--- config.mk ---
export PLATFORM = sky130hd
export DESIGN_NAME = multicycle_control_flat
export DESIGN_NICKNAME = d
export VERILOG_FILES = /design/src/rtl/multicycle_control_if.sv /design/src/rtl/multicycle_control.sv /design/src/flat_wrapper.sv
export SDC_FILE = /design/constraint.sdc
export NUM_CORES = 1
export LEC_CHECK = 0
export ABC_AREA = 1
export BUFFER_PORTS_ARGS = -buffer_cell sky130_fd_sc_hd__buf_2
export CAP_MARGIN = 20
export CORE_ASPECT_RATIO = 1.1
export CORE_MARGIN = 2
export CORE_UTILIZATION = 51
export DETAILED_ROUTE_END_ITERATION = 6
export GPL_TIMING_DRIVEN = 0
export PLACE_DENSITY = 0.79
export SLEW_MARGIN = 10
export SYNTH_ARGS = -nofsm -noshare
export SYNTH_HDL_FRONTEND = slang
export SYNTH_SLANG_ARGS = --single-unit
--- constraint.sdc ---
create_clock -name clk -period 2 [get_ports clk]
set_input_delay 0.4 -clock clk [delete_from_list [all_inputs] [get_ports clk]]
set_output_delay 0.4 -clock clk [all_outputs]
set_load 0.05 [all_outputs]
--- src/rtl/multicycle_control_if.sv ---
// rtl/multicycle_control_if.sv - control bus between the multicycle MIPS controller and its datapath
//
// Purpose: groups the opcode/memory-handshake inputs and every datapath
// control output of multicycle_control into one bundle.
// Modports:
//   master - the controller: takes opcode and mem_ready, drives all controls
//   slave  - the datapath side: drives opcode and mem_ready, takes all controls
// Signals:
//   opcode[5:0]       instruction[31:26] from the instruction register
//   mem_ready         memory completes the current read/write this cycle
//   pc_write          unconditional PC load
//   pc_write_cond     PC load if ALU zero
//   i_or_d            0 = PC addresses memory, 1 = ALUOut
//   mem_read          memory read request
//   mem_write         memory write request
//   ir_write          load instruction register
//   mem_to_reg        0 = ALUOut, 1 = MDR to register file
//   reg_dst           0 = rt, 1 = rd
//   reg_write         register file write enable
//   alu_src_a         0 = PC, 1 = rs
//   alu_src_b[1:0]    00 rt, 01 const 4, 10 sign-ext imm, 11 sign-ext imm<<2
//   alu_op[1:0]       00 add, 01 sub, 10 funct-decoded
//   inm               alu_op_final overrides alu_op/funct
//   alu_op_final[3:0] direct ALU control for immediate ops
//   pc_source[1:0]    00 ALU, 01 ALUOut, 10 jump target
//   mem_timeout       sticky memory-wait timeout flag
//   trap              illegal-opcode trap flag

interface multicycle_control_if;
    logic [5:0] opcode;
    logic       mem_ready;
    logic       pc_write;
    logic       pc_write_cond;
    logic       i_or_d;
    logic       mem_read;
    logic       mem_write;
    logic       ir_write;
    logic       mem_to_reg;
    logic       reg_dst;
    logic       reg_write;
    logic       alu_src_a;
    logic [1:0] alu_src_b;
    logic [1:0] alu_op;
    logic       inm;
    logic [3:0] alu_op_final;
    logic [1:0] pc_source;
    logic       mem_timeout;
    logic       trap;

    modport master (
        input  opcode, mem_ready,
        output pc_write, pc_write_cond, i_or_d, mem_read, mem_write, ir_write,
               mem_to_reg, reg_dst, reg_write, alu_src_a, alu_src_b, alu_op,
               inm, alu_op_final, pc_source, mem_timeout, trap
    );

    modport slave (
        output opcode, mem_ready,
        input  pc_write, pc_write_cond, i_or_d, mem_read, mem_write, ir_write,
               mem_to_reg, reg_dst, reg_write, alu_src_a, alu_src_b, alu_op,
               inm, alu_op_final, pc_source, mem_timeout, trap
    );
endinterface

--- src/rtl/multicycle_control.sv ---
// rtl/multicycle_control.sv - main control FSM for the multicycle MIPS datapath
//
// Purpose: sequences fetch/decode/execute/memory/writeback over a shared ALU,
// register file and unified memory, driving all datapath controls from the
// 6-bit opcode and stalling on the mem_ready handshake.
// Ports:
//   clk    rising-edge clock
//   reset  synchronous active-high reset
//   bus    multicycle_control_if.master (opcode, mem_ready in; all controls out)
// Parameters:
//   MEM_WAIT_MAX  memory wait cycles before mem_timeout is flagged (4-bit counter)
// Configuration:
//   MULTICYCLE_ILLEGAL_TRAP_EN  when defined, an illegal opcode parks the FSM in
//   ILLEGAL with trap=1 until reset; otherwise ILLEGAL is a one-cycle NOP.

module multicycle_control #(
    parameter int MEM_WAIT_MAX = 15
) (
    input  logic                 clk,
    input  logic                 reset,
    multicycle_control_if.master bus
);

    typedef enum logic [3:0] {
        S_FETCH    = 4'd0,
        S_DECODE   = 4'd1,
        S_MEMADDR  = 4'd2,
        S_MEMREAD  = 4'd3,
        S_MEMWB    = 4'd4,
        S_MEMWRITE = 4'd5,
        S_RTYPE    = 4'd6,
        S_RWB      = 4'd7,
        S_BRANCH   = 4'd8,
        S_JUMP     = 4'd9,
        S_IEXEC    = 4'd10,
        S_IWB      = 4'd11,
        S_ILLEGAL  = 4'd12
    } state_t;

    localparam logic [5:0] OP_RTYPE = 6'b000000;
    localparam logic [5:0] OP_LW    = 6'b100011;
    localparam logic [5:0] OP_SW    = 6'b101011;
    localparam logic [5:0] OP_BEQ   = 6'b000100;
    localparam logic [5:0] OP_J     = 6'b000010;
    localparam logic [5:0] OP_ADDI  = 6'b001000;
    localparam logic [5:0] OP_ANDI  = 6'b001100;
    localparam logic [5:0] OP_ORI   = 6'b001101;
    localparam logic [5:0] OP_SLTI  = 6'b001010;

    localparam logic [3:0] WAIT_MAX = 4'(MEM_WAIT_MAX);

    state_t     state;
    state_t     state_next;
    logic [5:0] op_q;
    logic [3:0] wait_cnt;
    logic [3:0] wait_cnt_next;
    logic       timeout_q;
    logic       mem_state;
    logic       waiting;

    logic       pc_write;
    logic       pc_write_cond;
    logic       i_or_d;
    logic       mem_read;
    logic       mem_write;
    logic       ir_write;
    logic       mem_to_reg;
    logic       reg_dst;
    logic       reg_write;
    logic       alu_src_a;
    logic [1:0] alu_src_b;
    logic [1:0] alu_op;
    logic       inm;
    logic [3:0] alu_op_final;
    logic [1:0] pc_source;
    logic       trap;

    function automatic logic [3:0] imm_alu_ctl(input logic [5:0] op);
        case (op)
            OP_ADDI: imm_alu_ctl = 4'b0010;
            OP_ANDI: imm_alu_ctl = 4'b0000;
            OP_ORI:  imm_alu_ctl = 4'b0001;
            OP_SLTI: imm_alu_ctl = 4'b0111;
            default: imm_alu_ctl = 4'b0000;
        endcase
    endfunction

    function automatic logic is_mem_state(input state_t s);
        is_mem_state = (s == S_FETCH) || (s == S_MEMREAD) || (s == S_MEMWRITE);
    endfunction

    // State register
    always_ff @(posedge clk) begin
        if (reset) begin
            state <= S_FETCH;
        end else begin
            state <= state_next;
        end
    end

    // Next-state logic
    always_comb begin
        state_next = state;
        case (state)
            S_FETCH:    if (bus.mem_ready) state_next = S_DECODE;
            S_DECODE: begin
                case (bus.opcode)
                    OP_RTYPE:                          state_next = S_RTYPE;
                    OP_LW, OP_SW:                      state_next = S_MEMADDR;
                    OP_BEQ:                            state_next = S_BRANCH;
                    OP_J:                              state_next = S_JUMP;
                    OP_ADDI, OP_ANDI, OP_ORI, OP_SLTI: state_next = S_IEXEC;
                    default:                           state_next = S_ILLEGAL;
                endcase
            end
            S_MEMADDR:  state_next = (bus.opcode == OP_LW) ? S_MEMREAD : S_MEMWRITE;
            S_MEMREAD:  if (bus.mem_ready) state_next = S_MEMWB;
            S_MEMWB:    state_next = S_FETCH;
            S_MEMWRITE: if (bus.mem_ready) state_next = S_FETCH;
            S_RTYPE:    state_next = S_RWB;
            S_RWB:      state_next = S_FETCH;
            S_BRANCH:   state_next = S_FETCH;
            S_JUMP:     state_next = S_FETCH;
            S_IEXEC:    state_next = S_IWB;
            S_IWB:      state_next = S_FETCH;
`ifdef MULTICYCLE_ILLEGAL_TRAP_EN
            S_ILLEGAL:  state_next = S_ILLEGAL;
`else
            S_ILLEGAL:  state_next = S_FETCH;
`endif
            default:    state_next = S_FETCH;
        endcase
    end

    // Output decode; only FETCH looks at mem_ready so the IR/PC strobes fire
    // exactly on the completion cycle and never while stalled.
    always_comb begin
        pc_write      = 1'b0;
        pc_write_cond = 1'b0;
        i_or_d        = 1'b0;
        mem_read      = 1'b0;
        mem_write     = 1'b0;
        ir_write      = 1'b0;
        mem_to_reg    = 1'b0;
        reg_dst       = 1'b0;
        reg_write     = 1'b0;
        alu_src_a     = 1'b0;
        alu_src_b     = 2'b00;
        alu_op        = 2'b00;
        inm           = 1'b0;
        alu_op_final  = 4'b0000;
        pc_source     = 2'b00;
        trap          = 1'b0;
        case (state)
            S_FETCH: begin
                mem_read  = 1'b1;
                alu_src_b = 2'b01;
                ir_write  = bus.mem_ready;
                pc_write  = bus.mem_ready;
            end
            S_DECODE: begin
                alu_src_b = 2'b11;
            end
            S_MEMADDR: begin
                alu_src_a = 1'b1;
                alu_src_b = 2'b10;
            end
            S_MEMREAD: begin
                mem_read = 1'b1;
                i_or_d   = 1'b1;
            end
            S_MEMWB: begin
                reg_write  = 1'b1;
                mem_to_reg = 1'b1;
            end
            S_MEMWRITE: begin
                mem_write = 1'b1;
                i_or_d    = 1'b1;
            end
            S_RTYPE: begin
                alu_src_a = 1'b1;
                alu_op    = 2'b10;
            end
            S_RWB: begin
                reg_write = 1'b1;
                reg_dst   = 1'b1;
            end
            S_BRANCH: begin
                alu_src_a     = 1'b1;
                alu_op        = 2'b01;
                pc_write_cond = 1'b1;
                pc_source     = 2'b01;
            end
            S_JUMP: begin
                pc_write  = 1'b1;
                pc_source = 2'b10;
            end
            S_IEXEC: begin
                alu_src_a    = 1'b1;
                alu_src_b    = 2'b10;
                inm          = 1'b1;
                alu_op_final = imm_alu_ctl(op_q);
            end
            S_IWB: begin
                reg_write    = 1'b1;
                inm          = 1'b1;
                alu_op_final = imm_alu_ctl(op_q);
            end
`ifdef MULTICYCLE_ILLEGAL_TRAP_EN
            S_ILLEGAL: trap = 1'b1;
`endif
            default: ;
        endcase
    end

    // The opcode register is loaded as DECODE exits so IEXEC/IWB keep a stable
    // ALU control even if the IR input changes afterwards.
    always_ff @(posedge clk) begin
        if (reset) begin
            op_q <= 6'd0;
        end else if (state == S_DECODE) begin
            op_q <= bus.opcode;
        end
    end

    assign mem_state = is_mem_state(state);
    assign waiting   = mem_state && !bus.mem_ready;

    always_comb begin
        wait_cnt_next = wait_cnt;
        if (state_next != state && is_mem_state(state_next)) begin
            wait_cnt_next = 4'd0;
        end else if (waiting && wait_cnt != WAIT_MAX) begin
            wait_cnt_next = wait_cnt + 4'd1;
        end
    end

    // Timeout is flagged on the edge that ends the MEM_WAIT_MAX-th waiting
    // cycle; the FSM keeps waiting regardless.
    always_ff @(posedge clk) begin
        if (reset) begin
            wait_cnt  <= 4'd0;
            timeout_q <= 1'b0;
        end else begin
            wait_cnt <= wait_cnt_next;
            if (waiting && wait_cnt_next == WAIT_MAX) begin
                timeout_q <= 1'b1;
            end
        end
    end

    assign bus.pc_write      = pc_write;
    assign bus.pc_write_cond = pc_write_cond;
    assign bus.i_or_d        = i_or_d;
    assign bus.mem_read      = mem_read;
    assign bus.mem_write     = mem_write;
    assign bus.ir_write      = ir_write;
    assign bus.mem_to_reg    = mem_to_reg;
    assign bus.reg_dst       = reg_dst;
    assign bus.reg_write     = reg_write;
    assign bus.alu_src_a     = alu_src_a;
    assign bus.alu_src_b     = alu_src_b;
    assign bus.alu_op        = alu_op;
    assign bus.inm           = inm;
    assign bus.alu_op_final  = alu_op_final;
    assign bus.pc_source     = pc_source;
    assign bus.mem_timeout   = timeout_q;
    assign bus.trap          = trap;

endmodule

--- src/flat_wrapper.sv ---
// flat-port wrapper written by rule: the top's interface ports become plain ports
module multicycle_control_flat 
#(
    parameter int MEM_WAIT_MAX = 15
)
  (clk, reset, bus_opcode, bus_mem_ready, bus_pc_write, bus_pc_write_cond, bus_i_or_d, bus_mem_read, bus_mem_write, bus_ir_write, bus_mem_to_reg, bus_reg_dst, bus_reg_write, bus_alu_src_a, bus_alu_src_b, bus_alu_op, bus_inm, bus_alu_op_final, bus_pc_source, bus_mem_timeout, bus_trap);
  multicycle_control_if bus_i ();
  input  logic clk;
  input  logic reset;
  input wire logic [$bits(bus_i.opcode)-1:0] bus_opcode;
  input wire logic [$bits(bus_i.mem_ready)-1:0] bus_mem_ready;
  output wire logic [$bits(bus_i.pc_write)-1:0] bus_pc_write;
  output wire logic [$bits(bus_i.pc_write_cond)-1:0] bus_pc_write_cond;
  output wire logic [$bits(bus_i.i_or_d)-1:0] bus_i_or_d;
  output wire logic [$bits(bus_i.mem_read)-1:0] bus_mem_read;
  output wire logic [$bits(bus_i.mem_write)-1:0] bus_mem_write;
  output wire logic [$bits(bus_i.ir_write)-1:0] bus_ir_write;
  output wire logic [$bits(bus_i.mem_to_reg)-1:0] bus_mem_to_reg;
  output wire logic [$bits(bus_i.reg_dst)-1:0] bus_reg_dst;
  output wire logic [$bits(bus_i.reg_write)-1:0] bus_reg_write;
  output wire logic [$bits(bus_i.alu_src_a)-1:0] bus_alu_src_a;
  output wire logic [$bits(bus_i.alu_src_b)-1:0] bus_alu_src_b;
  output wire logic [$bits(bus_i.alu_op)-1:0] bus_alu_op;
  output wire logic [$bits(bus_i.inm)-1:0] bus_inm;
  output wire logic [$bits(bus_i.alu_op_final)-1:0] bus_alu_op_final;
  output wire logic [$bits(bus_i.pc_source)-1:0] bus_pc_source;
  output wire logic [$bits(bus_i.mem_timeout)-1:0] bus_mem_timeout;
  output wire logic [$bits(bus_i.trap)-1:0] bus_trap;
  assign bus_i.opcode = bus_opcode;
  assign bus_i.mem_ready = bus_mem_ready;
  assign bus_pc_write = bus_i.pc_write;
  assign bus_pc_write_cond = bus_i.pc_write_cond;
  assign bus_i_or_d = bus_i.i_or_d;
  assign bus_mem_read = bus_i.mem_read;
  assign bus_mem_write = bus_i.mem_write;
  assign bus_ir_write = bus_i.ir_write;
  assign bus_mem_to_reg = bus_i.mem_to_reg;
  assign bus_reg_dst = bus_i.reg_dst;
  assign bus_reg_write = bus_i.reg_write;
  assign bus_alu_src_a = bus_i.alu_src_a;
  assign bus_alu_src_b = bus_i.alu_src_b;
  assign bus_alu_op = bus_i.alu_op;
  assign bus_inm = bus_i.inm;
  assign bus_alu_op_final = bus_i.alu_op_final;
  assign bus_pc_source = bus_i.pc_source;
  assign bus_mem_timeout = bus_i.mem_timeout;
  assign bus_trap = bus_i.trap;
  multicycle_control #(.MEM_WAIT_MAX(MEM_WAIT_MAX)) u_core (.clk(clk), .reset(reset), .bus(bus_i));
endmodule
==> reports/results.tsv <==
stage	metric	value	unit
outcome	status	finished with violations	
yosys	synthXorXnorAreaFrac	1.509	%
yosys	yosysSeqAreaShare	25.86	%
yosys	netlist.area_leader.share	25.86	%
yosys	synth.ff_latch_count	15	
route	detailedRoute.firstIterationViolations	26	
timing	setup_repair_after_global_routing_missed_its_margin	true	
worst_setup_path	crit_required	1.60	ns
yosys	ys_top_cells_by_area	sky130_fd_sc_hd__dfxtp_1 26%, sky130_fd_sc_hd__nand2_1 15%, sky130_fd_sc_hd__nor2_1 12%, sky130_fd_sc_hd__inv_1 9.7%, sky130_fd_sc_hd__nand3_1 6.5%	
global_routing	grt_overflow_total	0	
timing	max_freq	0.4958	GHz
pwr	power_leakage	0.9052	nW
floorplanning	die_height	54.05	um
yosys	synth_compound_gate_area_share	8.297	%
floorplanning	die_width	49.50	um
route	route.detailed.drc	0	
worst_setup_path	critical_path_arrival	1.62	ns
worst_setup_path	critical_path.startpoint_type	flop	
route	routedLengthMet1	1103	um
timing	final_period_minus_worst_setup_slack	2.017	ns
placed_design	dpl_worst_slack	0.02185	ns
pwr	power	844.9	uW
timing	fin_crit_sh	100.8	%
route	topRoutingLayerUsed	met4	
yosys	number_of_enable_type_register_cells_in_the_synthesized_netlist	0	
pwr	max-vdd-ir-drop	0.0005280	V
placed_design	hpwlAfterDp	2187	um
timing	setup_violations	1	
yosys	synth.mux.area_fraction	0	%
clocking	tritoncts_num_sinks	15	
worst_setup_path	r2r_slack	0.26	ns
final_layout	final_net_count	248	
final_layout	final_standard_cell_utilization_of_the_core	70.86	%
route	wl_met3	141	um
yosys	netlist_instances	191	
placed_design	port_buffers	29	
clocking	clk-insertion-delay-late	0.28	ns
route	vias_per_cell	4.787	
global_routing	number_of_antenna_violations_at_the_first_check_in_global_routing	0	
clocking	clkTransAtPathRegs	0.10	ns
pwr	power_per_cell_area	540.2	mW/mm2
clocking	h-tree-depth	1	
route	ant_nets	0	
yosys	synthesis.yosys.warnings	0	
timing	timing.clock.skew	0.007635	ns
job	max-cap-violations	0	
global_routing	grt_total_usage	21.94	%
global_routing	grt_pass1_vias	1129	
yosys	syn-cell-area	0.001161	mm2
yosys	synth_top_cell_by_area	sky130_fd_sc_hd__dfxtp_1	
route	num_vias	1278	
worst_setup_path	worstSetupEndpointType	output port	
route	met2WireLength	1513	um
placed_design	gpl.final_weighted_congestion	0.7554	
yosys	synth_most_common_cell	sky130_fd_sc_hd__nand2_1	
worst_setup_path	critical_path_peak_fanout	3	
global_routing	grt_max_degree	11	
clocking	cts-hold-fix-buffers	0	
yosys	netlist_top_cells_count	45 x sky130_fd_sc_hd__nand2_1, 37 x sky130_fd_sc_hd__nor2_1, 30 x sky130_fd_sc_hd__inv_1	
clocking	cts-root-to-sink-buffers	2	
yosys	syn-mean-instance-area	6.079	um2
route	avgRoutedWirePerCell	10.42	um
timing	hold_viol_final	0	
final_layout	drive_above_1_share	35.02	%
min_path	min_path_type	primary input to flop	
clocking	tritoncts	yes	
floorplanning	num_io_pins	32	
final_layout	layoutNonFillerInstCount	267	
final_layout	insertedDiodeCount	0	
yosys	synth_simple_gate_area_share	49.03	%
route	wirelength	2782	um
yosys	share_of_synthesized_registers_carrying_an_async_set_or_reset	0	%
floorplanning	row_count	18	
floorplanning	initial_utilization	52.61	%
timing	timing.final.max_slew_violations	0	
clocking	cts_root_buf	sky130_fd_sc_hd__clkbuf_4	
yosys	post_synth_cell_types	27	
route	detailed_routing_iterations_pass_1	4	
placed_design	place_inst	251	
final_layout	area_delta_synth_final	34.70	%
floorplanning	fp.dieArea	0.002675	mm2
outcome	failed_checks	negative setup slack	
global_routing	grt_pass1_wl	4547	um
clocking	numCtsBuffers	3	
yosys	ys_dominant_reg_cell	sky130_fd_sc_hd__dfxtp_1	
floorplanning	core	0.002207	mm2
yosys	main_combinational_cell_family_by_area_after_synthesis	simple AND/OR/NAND/NOR gates	
worst_setup_path	worstSetupPathType	flop to output port	
yosys	synth_adder_area_share	1.078	%
timing	postLayoutSetupSlackWorst	-0.01678	ns
[flip-flops by register name, summed over array words and instances (netlist names)]
signal and cells:
u_core.op_q 6, u_core.state 4, u_core.wait_cnt 4, u_core.bus.mem_timeout 1
[cell type report]
cell class / instances / area [um2]
clock buffers: 3 / 22.52
plain buffers: 4 / 33.78
inverters: 34 / 131.4
fillers: 213 / 643.1
clock inverters: 1 / 5.005
repair buffers: 41 / 262.8
well taps: 30 / 37.54
multi-input cells: 139 / 763.2
flip-flops and latches: 15 / 307.8
[logic make-up after synthesis]
family	after synthesis
other cells	1
buf+inv	38
fa+ha+maj	1
compound gates	18
simple gates	116
xor+xnor	2
flops	15
[power breakdown]
part           internal [mW]  switching, mW  total (mW)
clock                 0.0742         0.0994       0.174
combinational          0.105          0.223       0.328
sequential             0.321         0.0225       0.343
total                  0.500          0.345       0.845
[routing by layer]
metal  track usage (%)  vias up
li1                  -      679
met1             24.70      554
met2             44.37       41
met3             2.500        4
met4             5.556        0
met5                 0        -
[worst paths after layout]
kind | startpoint | endpoint | cells after the start
max | u_core.state[3] | bus_alu_op_final[0] | 9
min reg2reg | u_core.bus.mem_timeout | u_core.bus.mem_timeout | 2
max reg2reg | u_core.state[3] | u_core.wait_cnt[1] | 16
min | reset | u_core.state[3] | 2
[what timing repair did]
| item | 4_1_cts | 5_1_grt |
|---|---|---|
| buffers inserted | 6 | 6 |
| gates resized for setup | 8 | 6 |
| endpoints found under the setup margin | 5 | 6 |
| pin swaps | 4 | 1 |
| endpoints found under the hold margin | 0 | 0 |
[cells in the final DEF, fill, tap and decap left out]
| cell | netlist | final |
|---|---|---|
| sky130_fd_sc_hd__o41ai_4 | 0 | 1 |
| sky130_fd_sc_hd__buf_2 | 0 | 24 |
| sky130_fd_sc_hd__clkbuf_4 | 0 | 5 |
| sky130_fd_sc_hd__xor2_1 | 1 | 1 |
| sky130_fd_sc_hd__buf_8 | 0 | 1 |
| sky130_fd_sc_hd__clkinv_1 | 1 | 1 |
| sky130_fd_sc_hd__buf_6 | 1 | 3 |
| sky130_fd_sc_hd__nand2_4 | 1 | 2 |
| sky130_fd_sc_hd__nand2_1 | 45 | 43 |
| sky130_fd_sc_hd__o21ai_0 | 9 | 9 |
| sky130_fd_sc_hd__a21oi_1 | 6 | 6 |
| sky130_fd_sc_hd__nor2_4 | 4 | 6 |
| sky130_fd_sc_hd__buf_4 | 3 | 15 |
| sky130_fd_sc_hd__ha_1 | 1 | 1 |
| sky130_fd_sc_hd__xnor2_1 | 1 | 1 |
| sky130_fd_sc_hd__nand4_1 | 1 | 1 |
| sky130_fd_sc_hd__o21ai_1 | 1 | 1 |
| sky130_fd_sc_hd__dfxtp_1 | 15 | 11 |
| sky130_fd_sc_hd__nor4_4 | 0 | 1 |
| sky130_fd_sc_hd__nor2_2 | 1 | 4 |
| sky130_fd_sc_hd__conb_1 | 1 | 2 |
| sky130_fd_sc_hd__nor2_1 | 37 | 32 |
| sky130_fd_sc_hd__inv_1 | 30 | 27 |
| sky130_fd_sc_hd__nand2_2 | 4 | 5 |
| sky130_fd_sc_hd__nand3_2 | 3 | 3 |
| sky130_fd_sc_hd__nand3b_1 | 2 | 2 |
| sky130_fd_sc_hd__inv_2 | 3 | 5 |
| sky130_fd_sc_hd__clkinvlp_4 | 0 | 1 |
| sky130_fd_sc_hd__o21a_1 | 1 | 1 |
| sky130_fd_sc_hd__clkinv_2 | 0 | 1 |
| sky130_fd_sc_hd__nand3_1 | 15 | 15 |
| sky130_fd_sc_hd__dfxtp_2 | 0 | 3 |
| sky130_fd_sc_hd__nand3_4 | 2 | 2 |
| sky130_fd_sc_hd__dfxtp_4 | 0 | 1 |
[worst max-delay path, stage by stage (launching register included)]
cell                      delay, ns
sky130_fd_sc_hd__dfxtp_4       0.36
sky130_fd_sc_hd__inv_2         0.04
sky130_fd_sc_hd__nor2_4        0.10
sky130_fd_sc_hd__inv_2         0.06
sky130_fd_sc_hd__nor2_4        0.12
sky130_fd_sc_hd__nand2_4       0.08
sky130_fd_sc_hd__nor4_4        0.16
sky130_fd_sc_hd__nand2_2       0.13
sky130_fd_sc_hd__o41ai_4       0.07
sky130_fd_sc_hd__buf_6         0.20
[stage by stage]
step | instance area (um2) | hold slack (ns) | setup TNS (ns)
detailed placement | 1408 | 0.4378 | 0
global placement | 1408 | 0.4355 | 0
global route | 1564 | 0.3455 | -0.2167
CTS | 1503 | 0.3492 | -0.01242
finish | 1564 | 0.3473 | -0.01678
floorplan | 1225 | 0.4627 | -1.489
Note: power is estimated with default switching activity, not from simulation.
